<file path="src/rtl/icache_dm.sv">
// Direct-mapped read-only instruction cache: combinational hits, 4-word line
// refill from instruction memory over a level request / ready-pulse handshake.
module icache_dm #(
    parameter int LINES = 8,
    parameter int IDX_W = $clog2(LINES),
    parameter int TAG_W = 30 - 2 - IDX_W
) (
    input  logic          clk,
    input  logic          rst_n,
    input  logic          proc_read,
    input  logic          proc_write,
    input  logic [29:0]   proc_addr,
    input  logic [31:0]   proc_wdata,
    output logic [31:0]   proc_rdata,
    output logic          proc_stall,
    output logic          mem_read,
    output logic          mem_write,
    output logic [27:0]   mem_addr,
    output logic [127:0]  mem_wdata,
    input  logic [127:0]  mem_rdata,
    input  logic          mem_ready
);

    typedef enum logic {
        IDLE  = 1'b0,
        FETCH = 1'b1
    } state_e;

    state_e             state_q, state_d;
    logic [27:0]        miss_q, miss_d;
    logic [LINES-1:0]   valid_q;
    logic [TAG_W-1:0]   tag_q  [LINES];
    logic [127:0]       data_q [LINES];

    logic [IDX_W-1:0]   curIdx;
    logic [TAG_W-1:0]   curTag;
    logic [1:0]         curOff;
    logic [IDX_W-1:0]   fillIdx;
    logic [TAG_W-1:0]   fillTag;
    logic [127:0]       curLine;
    logic               hit;
    logic               fillEn;
    logic               unusedInputs;

    assign curIdx  = proc_addr[IDX_W+1:2];
    assign curTag  = proc_addr[29:IDX_W+2];
    assign curOff  = proc_addr[1:0];
    assign fillIdx = miss_q[IDX_W-1:0];
    assign fillTag = miss_q[27:IDX_W];

    assign hit     = valid_q[curIdx] && (tag_q[curIdx] == curTag);
    assign fillEn  = (state_q == FETCH) && mem_ready;
    assign curLine = data_q[curIdx];

    // The core never writes instruction memory, so the write side is dropped.
    assign unusedInputs = ^{proc_write, proc_wdata};

    always_ff @(posedge clk or negedge rst_n) begin
        if (!rst_n) begin
            state_q <= IDLE;
            miss_q  <= '0;
        end else begin
            state_q <= state_d;
            miss_q  <= miss_d;
        end
    end

    always_ff @(posedge clk or negedge rst_n) begin
        if (!rst_n) begin
            valid_q <= '0;
        end else if (fillEn) begin
            valid_q[fillIdx] <= 1'b1;
        end
    end

    // Tags and data need no reset: they are only trusted behind a valid bit.
    always_ff @(posedge clk) begin
        if (fillEn) begin
            tag_q[fillIdx]  <= fillTag;
            data_q[fillIdx] <= mem_rdata;
        end
    end

    always_comb begin
        state_d = state_q;
        miss_d  = miss_q;
        case (state_q)
            IDLE: begin
                if (proc_read && !hit) begin
                    state_d = FETCH;
                    miss_d  = proc_addr[29:2];
                end
            end
            FETCH: begin
                if (mem_ready) begin
                    state_d = IDLE;
                end
            end
            default: state_d = IDLE;
        endcase
    end

    always_comb begin
        proc_stall = 1'b0;
        mem_read   = 1'b0;
        case (state_q)
            IDLE: begin
                proc_stall = proc_read && !hit;
            end
            FETCH: begin
                proc_stall = 1'b1;
                mem_read   = 1'b1;
            end
            default: begin
                proc_stall = 1'b1;
            end
        endcase
    end

    assign proc_rdata = curLine[{curOff, 5'b00000} +: 32];
    assign mem_addr   = miss_q;
    assign mem_write  = 1'b0;
    assign mem_wdata  = '0;

endmodule

</file>
<file path="config.mk">
export PLATFORM = sky130hd
export DESIGN_NAME = icache_dm
export DESIGN_NICKNAME = d
export VERILOG_FILES = /design/src/rtl/icache_dm.sv
export SDC_FILE = /design/constraint.sdc
export NUM_CORES = 1
export LEC_CHECK = 0
export ABC_CLOCK_PERIOD_IN_PS = 14700
export CORE_MARGIN = 1.5
export CORE_UTILIZATION = 45
export CTS_CLUSTER_SIZE = 14
export DETAILED_ROUTE_END_ITERATION = 10
export GPL_TIMING_DRIVEN = 0
export PLACE_DENSITY_LB_ADDON = 0.2
export SLEW_MARGIN = 20
export SYNTH_ARGS = -nofsm -noshare
export SYNTH_HDL_FRONTEND = slang
export SYNTH_SLANG_ARGS = --single-unit
</file>
<file path="constraint.sdc">
create_clock -name clk -period 14.7 [get_ports clk]
set_input_delay 2.94 -clock clk [delete_from_list [all_inputs] [get_ports clk]]
set_output_delay 2.94 -clock clk [all_outputs]
set_load 0.01 [all_outputs]
</file>
==> summary.txt, run 1 <==
Status = completed
Final RePlAce weighted congestion = 0.748
Mapped Area = 49000 µm²
Util after Layout = 55.5%
Post-Place Worst Slack = 4250 ps
Cell area after layout = 59600 µm²
Netlist cell types = 39
Slowest-stage cell, CP = clkbuf_1
Reg clk slew, reported paths = 50 ps
DR WL/cell = 28.1 µm
Synth top area cells = edfxtp_1, mux4_2, buf_4
Worst-Skew Late Latency = 730 ps
Placed instance count = 3914
Number of max-cap violations = 0
Hold Path Class = register to register
Worst Path Buf+Inv = 7
H-tree levels = 4
Critical Path Max Stage Delay = 820 ps
Most common cell in the netlist = edfxtp_1
Post-CTS Setup Bufs = 0
Final period util = 71.2%
Setup ws final = 4230 ps
Via Count = 23200
CTS Sinks = 1261
Critical path fanouts, max = 10
Initial core utilization = 45.6%
Mapped Avg Cell Area = 23.9 µm²
Power Total = 8.19 mW
Fin nets = 2842
Die X = 333 µm
Final hold violation count = 0
Largest net degree at the start of global routing = 25
Synth Instances = 2054
Core area = 108000 µm²
CP startpoint kind = input port
Post-synthesis async set-or-reset flop share = 2.93%
Critical path class = input port to output port
Crit path cell chain = buf_4 > buf_2 > buf_4 > buf_2 > clkbuf_1 > clkbuf_1 > mux4_2 > mux4_2 > mux2_2 > clkdlybuf4s50_1
Layout Skew = 22.0 ps
Post-synth top area cell = edfxtp_1
CTS tree = done
Initial antenna violation count = 27
Routed WL = 117 mm
Yosys warnings = 0
Vias per std cell = 5.56
I/O Buffers = 218
ANT nets after route = 0
CTS Buffer Depth = 3
Worst slew pin tran = 1110 ps
Ys flop type = edfxtp_1
Initial DRC count = 2378
Setup crit end kind = output port
FP Rows = 120
VDD IR max = 0.106 mV
PostCTS Resize Cnt = 0
Cts hold-fix bufs = 0
Drt drc = 0
Critical Path AT = 7530 ps
Register area share after synthesis = 76.9%
Fillers = 8003
Overall routing resource usage = 21.4%
Top cell type's share of synthesized area = 75.0%
PD cells = 137 nW/µm²
Die ar. = 111000 µm²
Slew headroom = 26.0%
Number of global-route vias before repair = 24400
Final Slew Violations = 0
Yosys reg bits = 1261
TritonCTS Buffers = 134
Share of cells above drive strength 1 = 33.4%
Num ports = 386
Total gr overflow = 0
FMAX = 95.5 MHz
Number of synthesized flops with an enable pin = 1224
First-pass GRT wire length = 169 mm
Largest delay contributor family on the critical path = buffers and inverters
Die Y = 333 µm
DP HPWL = 79.1 mm
Post-layout minimum cycle time = 10470 ps
Reg2reg setup slack = 11240 ps
Commonest cells post-synth = edfxtp_1, mux4_2, buf_4
P_leak = 19.8 nW
DRT Pass-1 Iters = 7
Fin cells = 4163
CP required = 11760 ps
RSZ-0062 raised after global routing = false
# setup viols final = 0
Root Buffer Master = clkbuf_16
Dpl cell area = 55400 µm²
Synth-to-layout area growth = 21.7%
==> metal layers <==
metal / global-route usage, % / routed length [µm]
met4: 7.22 / 3150
met3: 4.75 / 7940
met2: 34.7 / 58400
met5: 0 / 166
met1: 28.9 / 47200
==> final cells by class <==
class                   instances  area (µm²)  share of cell area [%]
diodes                          8        20.0                  0.0336
plain buffers                 223        1430                    2.39
clock buffers                 182        3720                    6.24
clock inverters                59         539                   0.904
inverters                       1        3.75                 0.00629
multi-input cells             697       10400                    17.5
flip-flops and latches       1261       37700                    63.2
well taps                    1403        1760                    2.94
repair buffers                329        4070                    6.83
==> metrics by stage <==
| step | TNS, ps | hold slack (ps) |
|---|---|---|
| 2_1_floorplan | 0 | 434 |
| 3_3_place_gp | -7238190 | 446 |
| 3_5_place_dp | 0 | 450 |
| 4_1_cts | 0 | 466 |
| 5_1_grt | 0 | 478 |
| 6_report | 0 | 463 |
==> report_power, final <==
part	internal (mW)	switching [mW]	leakage, nW
sequential	4.13	0.0754	11.5
combinational	0.353	0.362	6.21
clock	1.92	1.35	2.08
==> placed cells by master, fill, tap and decap left out, drive strengths merged, types with 3 or more instances in the layout <==
master / count
nand2: 4
clkinvlp: 3
inv: 9
mux2: 69
mux2i: 47
nor2: 8
o211ai: 3
conb: 129
clkdlybuf4s50: 217
a21oi: 4
nor2b: 4
clkinv: 40
a22o: 5
buf: 303
o21ai: 4
dfrtp: 37
bufinv: 8
or3: 4
and3: 3
edfxtp: 1224
xnor2: 3
nand3: 6
or2: 8
mux4: 352
nand2b: 4
xor2: 14
diode: 8
nor4: 3
o22ai: 3
a22oi: 8
clkbuf: 214
==> worst paths after layout <==
path | cells past startpoint | endpoint | startpoint
max | 10 | proc_rdata[7] | proc_addr[3]
min | 1 | valid_q[3] | valid_q[3]
max reg2reg | 9 | data_q[0][77] | state_q
min reg2reg | 1 | valid_q[3] | valid_q[3]
max in group asynchronous | 2 | mem_addr[2] | rst_n
min in group asynchronous | 1 | mem_addr[9] | rst_n
==> worst register-to-register path, cell delays in order (launching register included) <==
cell      delay, ps
dfrtp_1         620
nand3b_1        370
nor3_2          690
buf_4           290
buf_4           200
buf_6           160
buf_4           190
buf_4           210
buf_4           230
buf_4           210
==> flip-flops by register name (all words and copies together), names as in the netlist <==
name      flops
state_q       1
mem_addr     28
tag_q       200
valid_q       8
data_q     1024
==> logic make-up after synthesis <==
group	share of synthesized area, %
buf+inv	2.90
simple gates	0.572
other cells	0.00765
compound gates	0.513
flops	76.9
xor+xnor	0.304
mux	18.8
(Power assumes the default switching activity.)
==> inputs of run 2 (changes only) <==
ABC_CLOCK_PERIOD_IN_PS = 9100   (was 14700)
clock period = 9.1 ns   (was 14.7 ns; I/O delays follow)
==> summary.txt, run 2 (same netlist as run 1, synthesis figures left out) <==
CP startpoint kind = input port
P_leak = 19.7 nW (-0.50%)
Placed instance count = 3893 (-0.54%)
PD cells = 222 nW/µm² (+62%)
Critical path fanouts, max = 10 (unchanged)
Initial antenna violation count = 27 (unchanged)
FF-to-FF Start = tag_q[6][20]
Overall routing resource usage = 21.1% (-0.32 points)
Via Count = 23000 (-0.85%)
Reg2reg setup slack = 6190 ps (-5050 ps)
FMAX = 123 MHz
Core area = 108000 µm² (unchanged)
Largest net degree at the start of global routing = 24 (-4.0%)
HP Start = valid_q[4]
Commonest non-fill, non-tap cell in the layout = edfxtp_1
First-pass GRT wire length = 167 mm (-1.5%)
VDD IR max = 0.181 mV (+70%)
Fin cells = 4135 (-0.67%)
Area occupied by multi-input gates = 10400 µm² (+0.12%)
CTS tree = done
Util after Layout = 55.5% (about the same)
Worst slew pin tran = 1050 ps (-55.6 ps)
Total gr overflow = 0 (unchanged)
DRT Pass-1 Iters = 5 (-2)
Final hold violation count = 0 (unchanged)
Vias per std cell = 5.55 (-0.18%)
H-tree levels = 4 (unchanged)
Num ports = 386 (unchanged)
Fin nets = 2819 (-0.81%)
Critical Path AT = 6330 ps (-1200 ps)
Critical path class = input port to output port
Share of cells above drive strength 1 = 32.6% (-0.78 points)
PostCTS Resize Cnt = 0 (unchanged)
Post-CTS Setup Bufs = 0 (unchanged)
ANT nets after route = 0 (unchanged)
Fillers = 7963 (-0.50%)
Setup_tns = 0 ps (unchanged)
Max reg flops = 1024 (unchanged)
CP required = 7280 ps (-4480 ps)
Biggest register = data_q
Reg clk slew, reported paths = 50 ps (about the same)
Die X = 333 µm (unchanged)
Drt drc = 0 (unchanged)
Die Y = 333 µm (unchanged)
RSZ-0062 raised after global routing = false
Slew headroom = 29.7% (+3.7 points)
Clock network fraction of design power = 39.9% (about the same)
Synth-to-layout area growth = 21.7% (about the same)
Root Buffer Master = clkbuf_16
# setup viols final = 0 (unchanged)
Sequential share of power = 51.4% (about the same)
Number of global-route vias before repair = 24200 (-0.79%)
Number of max-cap violations = 0 (unchanged)
Initial DRC count = 2108 (-11%)
Worst-Skew Late Latency = 740 ps (about the same)
Final period util = 89.6%
DR WL/cell = 27.9 µm (-0.54%)
I/O Buffers = 218 (unchanged)
DP HPWL = 77.7 mm (-1.8%)
Routed WL = 115 mm (-1.2%)
Gate power share = 8.7% (about the same)
CTS Buffer Depth = 3 (unchanged)
Min-Delay Endpoint = valid_q[4]
Final RePlAce weighted congestion = 0.724 (-3.1%)
Die ar. = 111000 µm² (unchanged)
Post-layout minimum cycle time = 8150 ps
Hold Path Class = register to register
Reg area = 37700 µm² (unchanged)
Hold Crit Depth = 1 (unchanged)
Internal Power = 10.4 mW (+62%)
R2R cell count = 9 (unchanged)
Final Slew Violations = 0 (unchanged)
FF-to-FF End = mem_addr[19]
Psw = 2.87 mW (+61%)
TritonCTS Buffers = 132 (-1.5%)
Sw Share = 21.7% (-0.094 points)
Setup crit end kind = output port
FP Rows = 120 (unchanged)
Layout Skew = 25.7 ps (+3.67 ps)
Most frequent cells in the layout = edfxtp_1, mux4_2, clkdlybuf4s50_1
Initial core utilization = 45.6% (unchanged)
CTS Sinks = 1261 (unchanged)
Cts hold-fix bufs = 0 (unchanged)
Status = completed
==> run 2: cell count changes in the layout (fill, tap and decap cells not counted), sizes merged <==
cell / delta
buf: -23
bufinv: +3
clkbuf: -9
clkinv: +4
clkinvlp: +1
diode: -2
inv: -2
==> run 2: final cells by class <==
class / instances / area share [%]
antenna: 6 / 0.0252
buffer: 223 / 2.39
clock buffer: 171 / 6.05
clock inverter: 65 / 1.08
inverter: 1 / 0.00630
multi-input combinational: 697 / 17.5
sequential: 1261 / 63.2
tap: 1403 / 2.94
timing repair buffer: 308 / 6.79
==> run 2: through the flow <==
stage / hold WS [ps] / instance area [µm²] / setup WS, ps / power [mW]
floorplan: 434 / 49500 / -38.5 / 7.52
global placement: 446 / 53400 / -8550 / 8.06
detailed placement: 454 / 55400 / 885 / 8.09
CTS: 467 / 59600 / 874 / 13.4
global route: 474 / 59600 / 776 / 13.6
finish: 464 / 59600 / 949 / 13.2
==> run 2: power by group through the flow <==
stage	clock [mW]	combinational, mW	sequential [mW]
2_1_floorplan	0	0.581	6.94
3_3_place_gp	0	1.05	7.01
3_5_place_dp	0	1.17	6.92
4_1_cts	5.38	1.17	6.80
5_1_grt	5.60	1.22	6.83
6_report	5.28	1.15	6.80
==> run 2: how the worst max path moves through the flow <==
stage                       from             end  slack (ps)  depth (start not counted)
finish              proc_addr[3]   proc_rdata[0]         950                         10
global route        proc_addr[3]   proc_rdata[0]         780                         10
CTS                 proc_addr[3]   proc_rdata[7]         870                         10
detailed placement  proc_addr[3]  proc_rdata[16]         880                         10
global placement       mem_ready      valid_q[2]       -8550                          4
floorplan              mem_ready      valid_q[7]         -40                          3
==> run 2: metal layers <==
layer	vias up	track usage, %	routed length (µm)
met5	-	0	195
met4	32	5.95	2360
met3	177	4.41	7160
met2	760	35.0	58900
met1	12300	28.4	46800
li1	9643	-	-
==> run 2: worst max-delay path: stages <==
cell	delay, ps
buf_4	180
buf_2	300
buf_4	300
buf_2	410
clkbuf_1	670
clkbuf_1	850
mux4_2	420
mux4_2	480
mux2_2	350
clkdlybuf4s50_1	510
==> inputs of run 3 (changes only) <==
SKIP_CTS_REPAIR_TIMING = 1   (was unset)
==> results of run 3 <==
Same layout as run 2: the final DEF is identical, and so are final timing and power.
